### config.mk
export PLATFORM = sky130hd
export DESIGN_NAME = tensor_stream_loader
export DESIGN_NICKNAME = d
export VERILOG_FILES = /design/src/rtl/tensor_stream_loader.sv
export SDC_FILE = /design/constraint.sdc
export NUM_CORES = 1
export LEC_CHECK = 0
export BUFFER_PORTS_ARGS = -buffer_cell sky130_fd_sc_hd__buf_2
export CORE_ASPECT_RATIO = 1.1
export CORE_MARGIN = 10
export CORE_UTILIZATION = 31
export DETAILED_ROUTE_END_ITERATION = 8
export SETUP_SLACK_MARGIN = 0.2
export SLEW_MARGIN = 10
export SYNTH_ARGS = -nofsm -noshare
export SYNTH_HDL_FRONTEND = slang
export SYNTH_SLANG_ARGS = --single-unit
### constraint.sdc
create_clock -name clock -period 30.1 [get_ports clock]
set_clock_uncertainty 0.15 [all_clocks]
set_input_delay 9.03 -clock clock [delete_from_list [all_inputs] [get_ports clock]]
set_output_delay 9.03 -clock clock [all_outputs]
set_load 0.03 [all_outputs]
### src/rtl/tensor_stream_loader.sv
// tensor_stream_loader: reads a tensor header from on-chip memory, decodes the
// tensor size, then streams the tensor words out on a valid/ready interface.
// A 2-entry skid FIFO absorbs the 1-cycle memory read latency so downstream
// backpressure never drops a word.
// Optional build macro: LOADER_STALL_CNT_EN enables the stall_cycles counter;
// without it stall_cycles is tied to zero.
module tensor_stream_loader #(
    parameter int ADDR_WIDTH = 6,
    parameter int DATA_WIDTH = 32,
    parameter int BANDWIDTH  = 8
) (
    input  logic                            clock,
    input  logic                            reset,
    input  logic                            start,
    input  logic [ADDR_WIDTH-1:0]           base_addr,
    output logic                            mem_read,
    output logic [ADDR_WIDTH-1:0]           mem_address,
    input  logic [DATA_WIDTH*BANDWIDTH-1:0] mem_readdata,
    output logic                            out_valid,
    input  logic                            out_ready,
    output logic [DATA_WIDTH*BANDWIDTH-1:0] out_data,
    output logic                            out_last,
    output logic [3:0]                      hdr_op,
    output logic [6:0]                      hdr_rows,
    output logic [6:0]                      hdr_cols,
    output logic [13:0]                     hdr_aux,
    output logic                            busy,
    output logic                            done,
    output logic                            error,
    output logic [15:0]                     stall_cycles
);

    localparam int W     = DATA_WIDTH * BANDWIDTH;
    localparam int SHIFT = $clog2(BANDWIDTH);
    // rows*cols is a 14-bit product, so the word count always fits in 14 bits.
    localparam int CNT_W = 14;
    localparam int EXT_W = ((ADDR_WIDTH > CNT_W) ? ADDR_WIDTH : CNT_W) + 1;

    localparam logic [2:0] S_IDLE     = 3'd0;
    localparam logic [2:0] S_HDR_REQ  = 3'd1;
    localparam logic [2:0] S_HDR_WAIT = 3'd2;
    localparam logic [2:0] S_STREAM   = 3'd3;
    localparam logic [2:0] S_DONE     = 3'd4;

    logic [2:0]            state_q, state_d;
    logic [ADDR_WIDTH-1:0] base_q;
    logic [ADDR_WIDTH-1:0] rp_q;
    logic [CNT_W-1:0]      issued_q;
    logic [CNT_W-1:0]      n_q;
    logic                  error_q;
    logic [3:0]            hdr_op_q;
    logic [6:0]            hdr_rows_q;
    logic [6:0]            hdr_cols_q;
    logic [13:0]           hdr_aux_q;

    logic                  inflight_q;
    logic                  inflight_last_q;

    logic [W-1:0]          fifo_data_q [2];
    logic                  fifo_last_q [2];
    logic                  fifo_rd_q;
    logic                  fifo_wr_q;
    logic [1:0]            fifo_cnt_q;

    // Header decode, evaluated while the header word is on mem_readdata.
    logic [31:0]           hdr_word;
    logic [CNT_W-1:0]      prod;
    logic [CNT_W:0]        prod_rnd;
    logic [CNT_W-1:0]      n_calc;
    logic [EXT_W-1:0]      last_addr;
    logic                  hdr_bad;

    logic                  push;
    logic                  pop;
    logic                  issue;
    logic [2:0]            occupancy;

    assign hdr_word  = mem_readdata[31:0];
    assign prod      = CNT_W'(hdr_word[27:21]) * CNT_W'(hdr_word[20:14]);
    assign prod_rnd  = {1'b0, prod} + (CNT_W + 1)'(BANDWIDTH - 1);
    assign n_calc    = CNT_W'(prod_rnd >> SHIFT);
    assign last_addr = EXT_W'(base_q) + EXT_W'(n_calc);
    assign hdr_bad   = (hdr_word[27:21] == 7'd0) || (hdr_word[20:14] == 7'd0) ||
                       (last_addr > EXT_W'((1 << ADDR_WIDTH) - 1));

    // Handshake and read-issue decisions. Occupancy counts words already held
    // plus the one still in flight, net of the word leaving this cycle, so the
    // FIFO can never be asked to hold a third word.
    assign out_valid = (fifo_cnt_q != 2'd0);
    assign pop       = out_valid & out_ready;
    assign push      = inflight_q;
    assign occupancy = 3'(fifo_cnt_q) + 3'(inflight_q) - 3'(pop);
    assign issue     = (state_q == S_STREAM) && (issued_q < n_q) && (occupancy < 3'd2);

    assign mem_read    = (state_q == S_HDR_REQ) | issue;
    assign mem_address = (state_q == S_HDR_REQ) ? base_q :
                         issue                  ? rp_q   : '0;

    // Gating with out_valid keeps the outputs at zero while the unreset FIFO
    // storage holds stale or undefined contents.
    assign out_data = out_valid ? fifo_data_q[fifo_rd_q] : '0;
    assign out_last = out_valid & fifo_last_q[fifo_rd_q];

    assign busy     = (state_q == S_HDR_REQ) || (state_q == S_HDR_WAIT) || (state_q == S_STREAM);
    assign done     = (state_q == S_DONE);
    assign error    = error_q;
    assign hdr_op   = hdr_op_q;
    assign hdr_rows = hdr_rows_q;
    assign hdr_cols = hdr_cols_q;
    assign hdr_aux  = hdr_aux_q;

    // Next-state logic for the load sequencer.
    always_comb begin
        // NOTE: state_d gets a default before the case so no path leaves it
        // unassigned, which would otherwise infer a latch.
        state_d = state_q;
        case (state_q)
            S_IDLE:     if (start) state_d = S_HDR_REQ;
            S_HDR_REQ:  state_d = S_HDR_WAIT;
            S_HDR_WAIT: state_d = hdr_bad ? S_DONE : S_STREAM;
            S_STREAM:   if (pop && out_last) state_d = S_DONE;
            S_DONE:     state_d = S_IDLE;
            default:    state_d = S_IDLE;
        endcase
    end

    // Sequencer state, header registers, read pointer and issue count.
    always_ff @(posedge clock) begin
        // NOTE: sequential state uses non-blocking assignments so every
        // register samples values from before this clock edge.
        if (reset) begin
            state_q    <= S_IDLE;
            base_q     <= '0;
            rp_q       <= '0;
            issued_q   <= '0;
            n_q        <= '0;
            error_q    <= 1'b0;
            hdr_op_q   <= '0;
            hdr_rows_q <= '0;
            hdr_cols_q <= '0;
            hdr_aux_q  <= '0;
        end else begin
            state_q <= state_d;
            if (state_q == S_IDLE && start) begin
                base_q  <= base_addr;
                error_q <= 1'b0;
            end
            if (state_q == S_HDR_WAIT) begin
                hdr_op_q   <= hdr_word[31:28];
                hdr_rows_q <= hdr_word[27:21];
                hdr_cols_q <= hdr_word[20:14];
                hdr_aux_q  <= hdr_word[13:0];
                n_q        <= n_calc;
                rp_q       <= base_q + ADDR_WIDTH'(1);
                issued_q   <= '0;
                if (hdr_bad) error_q <= 1'b1;
            end
            if (issue) begin
                rp_q     <= rp_q + ADDR_WIDTH'(1);
                issued_q <= issued_q + CNT_W'(1);
            end
        end
    end

    // In-flight read tracking; the tag marks the read of the final word.
    always_ff @(posedge clock) begin
        if (reset) begin
            inflight_q      <= 1'b0;
            inflight_last_q <= 1'b0;
        end else begin
            inflight_q      <= issue;
            inflight_last_q <= issue && ((issued_q + CNT_W'(1)) == n_q);
        end
    end

    // FIFO pointers and occupancy; push and pop together leave the count alone.
    always_ff @(posedge clock) begin
        if (reset) begin
            fifo_rd_q  <= 1'b0;
            fifo_wr_q  <= 1'b0;
            fifo_cnt_q <= '0;
        end else begin
            if (push) fifo_wr_q <= ~fifo_wr_q;
            if (pop)  fifo_rd_q <= ~fifo_rd_q;
            fifo_cnt_q <= fifo_cnt_q + 2'(push) - 2'(pop);
        end
    end

    // FIFO storage captures the returning memory word and its last tag.
    always_ff @(posedge clock) begin
        // NOTE: the storage array has no reset; it is only observed through
        // out_valid, which the reset-cleared pointers and count control.
        if (push) begin
            fifo_data_q[fifo_wr_q] <= mem_readdata;
            fifo_last_q[fifo_wr_q] <= inflight_last_q;
        end
    end

`ifdef LOADER_STALL_CNT_EN
    logic [15:0] stall_q;

    // Saturating count of streaming cycles where the consumer holds off a word.
    always_ff @(posedge clock) begin
        if (reset) begin
            stall_q <= '0;
        end else if (state_q == S_IDLE && start) begin
            stall_q <= '0;
        end else if (state_q == S_STREAM && out_valid && !out_ready && stall_q != 16'hFFFF) begin
            stall_q <= stall_q + 16'd1;
        end
    end

    assign stall_cycles = stall_q;
`else
    assign stall_cycles = '0;
`endif

endmodule

==> results.py, run 1 <==
metrics = {
    "die": {
        "dieWidth_microns": 292,
        "die_area_sq_um": 93400,
        "dieHeight_microns": 320,
        "core_area_sq_um": 80600,
        "num_rows": 109,
        "ios": 582,
        "start_util": 0.314,
    },
    "timing": {
        "fmax_mhz": 47.5,
        "finalSetupViolations": 0,
        "holdWs_ns": 0.300,
        "slew_headroom": 0.205,
        "min_period_over_period": 0.700,
        "slew_violations": 0,
        "fin_crit_ns": 21.07,
        "worst_pin_slew_ns": 1.19,
        "finalSetupTns_ns": 0,
        "finalHoldViolCount": 0,
        "worst_slack_ns": 9.03,
        "grt_setup_unrepaired": "false",
    },
    "clocking": {
        "htreeDepth": 2,
        "ctsResizeCount": 0,
        "clkLatencyLatePin_ns": 0.62,
        "clock_path_buffers": 3,
        "post-cts-setup-buffers": 0,
        "path_clk_slew_ns": 0.06,
        "cts_buffers": 61,
        "root_buffer": "clkbuf_16",
        "hold_buffers": 0,
        "cts_tree": "done",
        "cts.sinks": 595,
    },
    "final_layout": {
        "final_nets": 2759,
        "syn_to_final_growth_pct": 23.8,
        "layout-drive-gt1-share": 0.283,
        "fillers": 7717,
        "fin_cells": 3527,
        "fin_area_sq_um": 31300,
    },
    "global_routing": {
        "grt_max_degree": 125,
        "grt.overflow.total": 0,
        "grt_pass1_vias": 17100,
        "grtUsageTotal": 0.142,
        "grt_pass1_wl_mm": 104,
        "grt_antenna_before_repair": 15,
    },
    "pwr": {
        "power_frac_seq": 0.410,
        "intPower_mw": 1.52,
        "power_density_nw_per_um2": 71.0,
        "cellLeakagePower_nw": 11.8,
        "netSwitchingFraction": 0.317,
        "p_sw_uw": 705,
        "vdd_ir_drop_max_mv": 0.0375,
        "p_clk_frac": 0.344,
        "comb_power_share": 0.246,
    },
    "logic_synthesis": {
        "avgSynthCellArea_sq_um": 13.7,
        "async_flop_share": 0,
        "synth_edf_count": 514,
        "ys_seq_area_frac": 0.674,
        "synth-main-ff-cell": "edfxtp_1",
        "synthCells": 1846,
        "synthDistinctLibCells": 64,
        "synth.ff_latch_count": 595,
        "yosysWarnings": 0,
        "synth_area_sq_um": 25300,
    },
    "placement": {
        "place_congestion": 0.818,
        "placed_cells": 3397,
        "hpwl_mm": 49.8,
        "portBuffers": 565,
        "pre_cts_slack_ns": 9.02,
        "place_area_sq_um": 29200,
    },
    "routing": {
        "routed_wl_mm": 69.4,
        "route.detailed.drc": 0,
        "viasPerCell": 4.69,
        "ant_nets": 0,
        "dr.pass1.iters": 5,
        "wl_per_cell_microns": 19.7,
        "vias": 16500,
        "first_iter_violations": 960,
    },
    "run": {
        "drv_cap": 0,
    },
    "setup_path": {
        "cp.arrival_ns": 11.89,
        "worstPathMaxFanout": 19,
        "path_class": "in2out",
        "cp-start-kind": "input port",
        "endpoint_kind": "output pin",
        "cp.required_ns": 20.92,
    },
    "outcome": {
        "status": "finished, final reports clean",
    },
    "worst_hold_path": {
        "worstHoldPathType": "reg2reg",
    },
}
cells in the final DEF (no fill, tap or decap), drive strengths merged, types with 4 or more instances in the layout:
master,count
buf,583
edfxtp,514
nor2,284
mux2i,258
nand2,132
clkbuf,82
dfxtp,81
a21oi,80
inv,62
ha,58
and2,42
fa,29
o21ai,24
nor3,22
clkinv,22
xnor2,18
diode,17
conb,16
nand3,14
xor2,10
nand3b,9
and3,8
a21o,6
nor3b,6
nor4,6
nand4,6
bufinv,6
o21a,5
a31oi,5
or3,5
nor2b,5
o211ai,4
or2,4
a22o,4
path summary, 6_finish.rpt:
kind | endpoint | slack (ns) | startpoint | cells past startpoint
max | mem_address[3] | 9.03 | out_ready | 15
min | fifo_last_q[0] | 0.30 | inflight_last_q | 0
max reg2reg | rp_q[4] | 25.32 | fifo_cnt_q[1] | 20
min reg2reg | fifo_last_q[0] | 0.30 | inflight_last_q | 0
synthesized netlist by cell type (all sizes together), types with 6 or more instances:
cell    count  area share
a21o        6      0.0018
a21oi      80       0.016
and2       42       0.011
and3        8      0.0020
buf        46      0.0095
clkbuf     55      0.0082
dfxtp      81       0.064
edfxtp    514        0.61
fa         29       0.023
ha         58       0.029
inv        60      0.0089
mux2i     258        0.10
nand2     132       0.020
nand3      14      0.0028
nand3b      9      0.0027
nand4       6      0.0015
nor2      284       0.042
nor3       22      0.0044
nor3b       6      0.0018
nor4        6      0.0015
o21ai      24      0.0047
xnor2      18      0.0062
xor2       10      0.0035
metal layers:
layer / vias to the layer above / GRT usage / share of wire
met2: 538 / 0.250 / 0.51
met4: 6 / 0.0457 / 0.026
met1: 8124 / 0.166 / 0.40
li1: 7772 / - / -
met5: - / 0 / 0.00058
met3: 92 / 0.0360 / 0.070
final cells by class:
cell class                      instances  area [sq um]  area share
Clock inverter                         31           328      0.0105
Multi-Input combinational cell       1105          7650       0.244
Clock buffer                           82          1720      0.0549
Tap cell                             1054          1320      0.0421
Sequential cell                       595         17100       0.545
Antenna cell                           17          42.5     0.00136
Inverter                               60           225     0.00719
Timing Repair Buffer                  583          2980      0.0950
sequential cells by signal (all words and copies together), names as in the netlist, named ones only:
name / flops
base_q: 6
error: 1
fifo_cnt_q: 2
fifo_data_q: 512
fifo_last_q: 2
fifo_rd_q: 1
fifo_wr_q: 1
hdr_aux: 14
hdr_cols: 7
hdr_op: 4
hdr_rows: 7
inflight_last_q: 1
inflight_q: 1
issued_q: 14
n_q: 12
rp_q: 6
state_q: 3
power by group through the flow:
stage	logic, mW	registers, mW	clock network, mW
after floorplan	0.381	0.923	0
after global placement	0.547	0.929	0
after detailed placement	0.555	0.930	0
after CTS	0.556	0.912	0.785
after global routing	0.595	0.912	0.819
final	0.548	0.912	0.764
logic make-up (layout without fill, tap and decap cells):
| kind of cell | Yosys count | after routing | synth area share |
|---|---|---|---|
| buffers and inverters | 161 | 756 | 0.0266 |
| other | 1 | 33 | 0.000148 |
| xor gates and xnor gates | 28 | 28 | 0.00969 |
| DFF | 595 | 595 | 0.674 |
| and+or+nand+nor | 556 | 556 | 0.0970 |
| muxes | 259 | 259 | 0.103 |
| AOI/OAI and AO/OA | 159 | 159 | 0.0381 |
| adders and majority gates | 87 | 87 | 0.0516 |
critical path, stage by stage:
cell      delay, ns
buf_2          0.10
and2_1         0.16
ha_1           0.27
inv_1          0.06
ha_1           0.13
inv_1          0.05
fa_1           0.37
xor2_1         0.16
nor4b_1        0.28
nand3_1        0.16
o21bai_1       0.33
nor2_1         0.15
buf_4          0.25
a22o_1         0.18
buf_2          0.20
through the flow:
stage / power, mW / util
after floorplan: 1.30 / -
after global placement: 1.48 / 0.363
after detailed placement: 1.48 / 0.363
after CTS: 2.25 / 0.388
after global routing: 2.33 / 0.388
final: 2.22 / 0.389
(Power assumes the default switching activity.)
==> inputs of run 2 (changes only) <==
--- a/config.mk
+++ b/config.mk
@@ -5,6 +5,7 @@
 export SDC_FILE = /design/constraint.sdc
 export NUM_CORES = 1
 export LEC_CHECK = 0
+export ABC_AREA = 1
 export BUFFER_PORTS_ARGS = -buffer_cell sky130_fd_sc_hd__buf_2
 export CORE_ASPECT_RATIO = 1.1
 export CORE_MARGIN = 10
==> constraint.sdc (replaced) <==
create_clock -name clock -period 21.5 [get_ports clock]
set_clock_uncertainty 0.15 [all_clocks]
set_input_delay 6.45 -clock clock [delete_from_list [all_inputs] [get_ports clock]]
set_output_delay 6.45 -clock clock [all_outputs]
set_load 0.03 [all_outputs]
==> run 2 against run 1 <==
Via count increased by 11%. Hold slack got worse by 0.0040 ns. Routed wire length increased by 6.9%. Highest routed layer unchanged. Die area about the same.
==> results.py, run 2 <==
metrics = {
    "outcome": {
        "status": "finished, final reports clean",
    },
    "pwr": {
        "power_frac_seq": 0.328,
        "cellLeakagePower_nw": 13.4,
        "power_density_nw_per_um2": 129,
        "comb_power_share": 0.387,
        "p_clk_frac": 0.285,
        "netSwitchingFraction": 0.417,
        "p_sw_mw": 1.68,
        "intPower_mw": 2.35,
        "vdd_ir_drop_max_mv": 0.106,
    },
    "final_layout": {
        "fin_area_sq_um": 31400,
        "syn_to_final_growth_pct": 23.9,
        "fin_util": 0.388,
        "largest_register_ffs": 512,
        "layout_commonest_cell": "nand2_1",
        "final_nets": 3176,
        "largest_register": "fifo_data_q",
        "layout-drive-gt1-share": 0.248,
        "fin_cells": 3941,
        "final_cell_mix": "699 x nand2_1, 565 x buf_2, 514 x edfxtp_1",
    },
    "logic_synthesis": {
        "synth_compound_area_frac": 0.0785,
        "yosys-top-cells-count": "699 x nand2_1, 514 x edfxtp_1, 308 x a21oi_1",
        "synthAdderAreaFrac": 0.0516,
        "synth_xor_area_frac": 0.00677,
        "netlist.area_leader.share": 0.610,
        "synth_edf_count": 514,
        "synth.ff_latch_count": 595,
        "synth_area_sq_um": 25300,
        "muxShareOfSynthArea": 0,
        "synth_top_family_by_area": "simple AND/OR/NAND/NOR gates",
        "synthTopCellsByArea": "edfxtp_1 61%, nand2_1 10%, dfxtp_1 6.4%",
        "synth_top_cell_by_area": "edfxtp_1",
        "synth-main-ff-cell": "edfxtp_1",
        "avgSynthCellArea_sq_um": 11.0,
        "synthCells": 2294,
        "synth-simple-area-share": 0.139,
        "yosysMostFrequentCell": "nand2_1",
        "async_flop_share": 0,
        "ys_seq_area_frac": 0.674,
        "yosysWarnings": 0,
        "synthDistinctLibCells": 43,
    },
    "routing": {
        "ant_nets": 0,
        "vias": 18300,
        "wl_per_cell_microns": 18.8,
        "viasPerCell": 4.65,
        "route.detailed.drc": 0,
        "routed_wl_mm": 74.3,
        "first_iter_violations": 1272,
        "dr.pass1.iters": 5,
    },
    "setup_path": {
        "cpPeakStageDelay_ns": 0.50,
        "crit_buf_inv": 6,
        "path_cells": "buf_2, nand2_1, inv_1, ha_1, inv_1, ha_1, inv_1, fa_1, inv_1, nor3_1, nand4_1, nor2_2, nand3_1, a21oi_1, buf_2",
        "cp_slowest_cell": "fa_1",
        "path_class": "in2out",
        "cp.arrival_ns": 8.83,
        "cpMostUsedCell": "inv_1",
        "endpoint_kind": "output pin",
        "cp-start-kind": "input port",
        "reg2reg_slack_ns": 18.01,
        "crit_family": "adder cells",
        "worstPathMaxFanout": 4,
        "cp.required_ns": 14.90,
    },
    "timing": {
        "worst_pin_slew_ns": 1.06,
        "finalSetupTns_ns": 0,
        "min_period_over_period": 0.718,
        "slew_violations": 0,
        "finalHoldViolCount": 0,
        "fin_crit_ns": 15.43,
        "fmax_mhz": 64.8,
        "grt_setup_unrepaired": "false",
        "finalSetupViolations": 0,
        "worst_slack_ns": 6.07,
        "slew_headroom": 0.292,
    },
    "die": {
        "dieWidth_microns": 293,
        "dieHeight_microns": 320,
        "core_area_sq_um": 80700,
        "start_util": 0.314,
        "ios": 582,
        "die_area_sq_um": 93500,
        "num_rows": 109,
    },
    "clocking": {
        "cts.sinks": 595,
        "hold_buffers": 0,
        "ctsResizeCount": 0,
        "cts_buffers": 67,
        "cts_tree": "done",
        "root_buffer": "clkbuf_16",
        "path_clk_slew_ns": 0.06,
        "post-cts-setup-buffers": 0,
        "clkLatencyLatePin_ns": 0.60,
        "clock_path_buffers": 3,
        "htreeDepth": 3,
    },
    "global_routing": {
        "grt_max_degree": 151,
        "grt_pass1_wl_mm": 110,
        "grt.overflow.total": 0,
        "grt_pass1_vias": 18100,
        "grtUsageTotal": 0.152,
        "grt_antenna_before_repair": 11,
    },
    "placement": {
        "place_area_sq_um": 29100,
        "place_congestion": 0.817,
        "pre_cts_slack_ns": 6.04,
        "hpwl_mm": 50.6,
        "placed_cells": 3808,
        "portBuffers": 565,
    },
    "run": {
        "drv_cap": 0,
    },
    "worst_hold_path": {
        "worstHoldPathType": "reg2reg",
    },
}
==> run 2: power groups by stage <==
stage / Sequential, mW / Clock, mW / Combinational, mW
2_1_floorplan: 1.37 / 0 / 1.02
3_3_place_gp: 1.34 / 0 / 1.58
3_5_place_dp: 1.35 / 0 / 1.58
4_1_cts: 1.32 / 1.18 / 1.59
5_1_grt: 1.33 / 1.23 / 1.70
6_report: 1.32 / 1.15 / 1.56
==> run 2: routing by layer <==
metal,GRT usage,wire length (microns),vias up
li1,-,-,8794
met1,0.175,29100,8845
met2,0.270,38200,560
met3,0.0358,4750,131
met4,0.0599,2170,4
met5,0,26,-
==> run 2: cell families after synthesis <==
family | Yosys count
AOI/OAI and AO/OA | 390
and+or+nand+nor | 886
adders and majority gates | 87
DFF | 595
xor gates and xnor gates | 18
buffers and inverters | 317
other | 1
==> run 2: worst reg2reg max path, cell delays in order, from the launching register on <==
cell	delay, ns
dfxtp_1	0.44
nor2_4	0.05
inv_1	0.08
nand2_1	0.05
inv_1	0.10
ha_1	0.23
inv_1	0.06
ha_1	0.13
inv_1	0.05
fa_1	0.50
inv_1	0.06
nor3_1	0.24
nand4_1	0.13
nor2_2	0.19
nand2_1	0.19
nand2_1	0.12
nand2_2	0.07
ha_1	0.19
inv_1	0.09
nor2_4	0.05
o21ai_1	0.12
o211ai_1	0.10
inv_1	0.06
==> run 2: metrics by stage <==
step,hold WS [ns],power (mW)
global route,0.315,4.25
detailed placement,0.285,2.93
floorplan,0.254,2.39
finish,0.296,4.03
global placement,0.277,2.92
CTS,0.298,4.09
==> run 2: area by class of cell <==
type,count,area [sq um]
clock buffers,89,1830
flip-flops and latches,595,17100
repair buffers,582,2970
inverters,180,693
multi-input cells,1397,7070
well taps,1054,1320
fillers,7940,49400
clock inverters,32,393
diodes,12,30.0
==> run 2: path summary, 6_finish.rpt <==
kind / startpoint / end / cells past startpoint
min reg2reg: fifo_rd_q / flip-flop / 1
max reg2reg: fifo_cnt_q[1] / rp_q[2] / 22
min: fifo_rd_q / flip-flop / 1
max: out_ready / mem_address[2] / 15
==> inputs of run 3 (changes only) <==
==> constraint.sdc (replaced) <==
create_clock -name clock -period 16 [get_ports clock]
set_clock_uncertainty 0.15 [all_clocks]
set_input_delay 4.8 -clock clock [delete_from_list [all_inputs] [get_ports clock]]
set_output_delay 4.8 -clock clock [all_outputs]
set_load 0.03 [all_outputs]
==> run 3 against run 2 <==
Die area stayed put. Clock power is 22% higher. Sequential cell count stayed put. Final cell count is 0.25% lower. Global-route usage is 0.35 points lower. Routed wire length is 0.74% lower. Sequential share of layout area is 0.46 points higher. Worst setup slack worse by 2.2 ns. Hold slack worse by 0.013 ns. Highest routed layer is now met4.
==> results.py, run 3 (synthesis gave the netlist of run 2 again) <==
metrics = {
    "outcome": {
        "status": "finished, final reports clean",
    },
    "setup_path": {
        "cpMostUsedCell": "inv_1",
        "endpoint_kind": "output pin",
        "crit_buf_inv": 6,
        "cp.required_ns": 11.05,
        "path_cells": "buf_2, nand2_1, inv_1, ha_1, inv_1, ha_1, inv_1, fa_1, inv_1, nor3_1, nand4_1, nor2_2, nand3_1, a21oi_1, buf_2",
        "crit_family": "adder cells",
        "cpPeakStageDelay_ns": 0.49,
        "cp_slowest_cell": "fa_1",
        "cp-start-kind": "input port",
        "path_class": "in2out",
        "worstPathMaxFanout": 4,
        "cp.arrival_ns": 7.21,
    },
    "routing": {
        "vias": 18000,
        "viasPerCell": 4.58,
        "routed_wl_mm": 73.7,
        "route.detailed.drc": 0,
        "dr.pass1.iters": 5,
        "first_iter_violations": 1143,
        "ant_nets": 0,
        "wl_per_cell_microns": 18.7,
    },
    "worst_hold_path": {
        "worstHoldPathType": "reg2reg",
    },
    "die": {
        "dieWidth_microns": 293,
        "start_util": 0.314,
        "dieHeight_microns": 320,
        "core_area_sq_um": 80700,
        "num_rows": 109,
        "die_area_sq_um": 93500,
        "ios": 582,
    },
    "final_layout": {
        "final_nets": 3171,
        "syn_to_final_growth_pct": 22.8,
        "final_cell_mix": "699 x nand2_1, 565 x buf_2, 514 x edfxtp_1",
        "fillers": 7894,
        "fin_area_sq_um": 31100,
        "fin_util": 0.385,
        "layout_commonest_cell": "nand2_1",
        "largest_register": "fifo_data_q",
        "largest_register_ffs": 512,
        "layout-drive-gt1-share": 0.245,
    },
    "clocking": {
        "htreeDepth": 2,
        "hold_buffers": 0,
        "clkLatencyLatePin_ns": 0.61,
        "cts_tree": "done",
        "root_buffer": "clkbuf_16",
        "cts.sinks": 595,
        "path_clk_slew_ns": 0.06,
        "clock_path_buffers": 3,
        "ctsResizeCount": 0,
        "post-cts-setup-buffers": 0,
        "cts_buffers": 61,
    },
    "run": {
        "drv_cap": 0,
    },
    "global_routing": {
        "grt_antenna_before_repair": 10,
        "grt_max_degree": 166,
        "grt_pass1_wl_mm": 108,
        "grt.overflow.total": 0,
        "grtUsageTotal": 0.149,
        "grt_pass1_vias": 17500,
    },
    "timing": {
        "grt_setup_unrepaired": "false",
        "min_period_over_period": 0.760,
        "finalSetupTns_ns": 0,
        "finalSetupViolations": 0,
        "fmax_mhz": 82.3,
        "slew_violations": 0,
        "fin_crit_ns": 12.16,
        "slew_headroom": 0.291,
        "finalHoldViolCount": 0,
        "holdWs_ns": 0.283,
        "worst_pin_slew_ns": 1.06,
    },
    "placement": {
        "portBuffers": 565,
        "place_congestion": 0.807,
        "place_area_sq_um": 29100,
        "hpwl_mm": 50.3,
    },
    "pwr": {
        "cellLeakagePower_nw": 13.3,
        "vdd_ir_drop_max_mv": 0.173,
        "power_mw": 5.26,
        "power_density_nw_per_um2": 169,
    },
}
-- run 3: cell count changes in the layout (fill, tap and decap cells not counted), moves of 2 or more --
cell | previous run | this run
clkbuf_16 | 68 | 61
bufinv_16 | 7 | 5
clkinv_8 | 3 | 0
inv_6 | 2 | 4
clkinv_1 | 4 | 11
clkbuf_8 | 5 | 3
clkbuf_1 | 16 | 11
diode_2 | 12 | 9
inv_8 | 2 | 4
-- run 3: final timing paths --
check	startpoint	to	slack, ns	cells after the start
setup / recovery	out_ready	mem_address[2]	3.84	15
hold / removal	inflight_last_q	fifo_last_q[0]	0.28	0
setup reg to reg	fifo_cnt_q[1]	rp_q[2]	12.06	22
hold reg to reg	inflight_last_q	fifo_last_q[0]	0.28	0
-- run 3: where the power goes --
| group | internal (mW) | switching (mW) |
|---|---|---|
| sequential | 1.75 | 0.0301 |
| clock | 0.798 | 0.600 |
| combinational | 0.490 | 1.60 |
-- run 3: area by class of cell --
cell class | instances | area (sq um) | share of cell area
well taps | 1054 | 1320 | 0.0424
clock buffers | 75 | 1610 | 0.0517
multi-input cells | 1397 | 7070 | 0.227
repair buffers | 583 | 2980 | 0.0957
clock inverters | 38 | 354 | 0.0114
inverters | 180 | 693 | 0.0223
diodes | 9 | 22.5 | 0.000724
flip-flops and latches | 595 | 17100 | 0.549
-- run 3: per-layer routing --
layer | up-vias | wire (microns) | GRT usage
met2 | 496 | 38100 | 0.264
met3 | 96 | 4520 | 0.0323
met5 | - | 0 | 0
met1 | 8658 | 29200 | 0.176
met4 | 0 | 1890 | 0.0512
li1 | 8772 | - | -
-- run 3: through the flow --
| stage | cells | worst slack (ns) |
|---|---|---|
| finish | 3931 | 3.84 |
| global route | 3931 | 3.62 |
| CTS | 3922 | 3.84 |
| detailed placement | 3809 | 3.85 |
| global placement | 3809 | 3.89 |
| floorplan | 2309 | 3.82 |
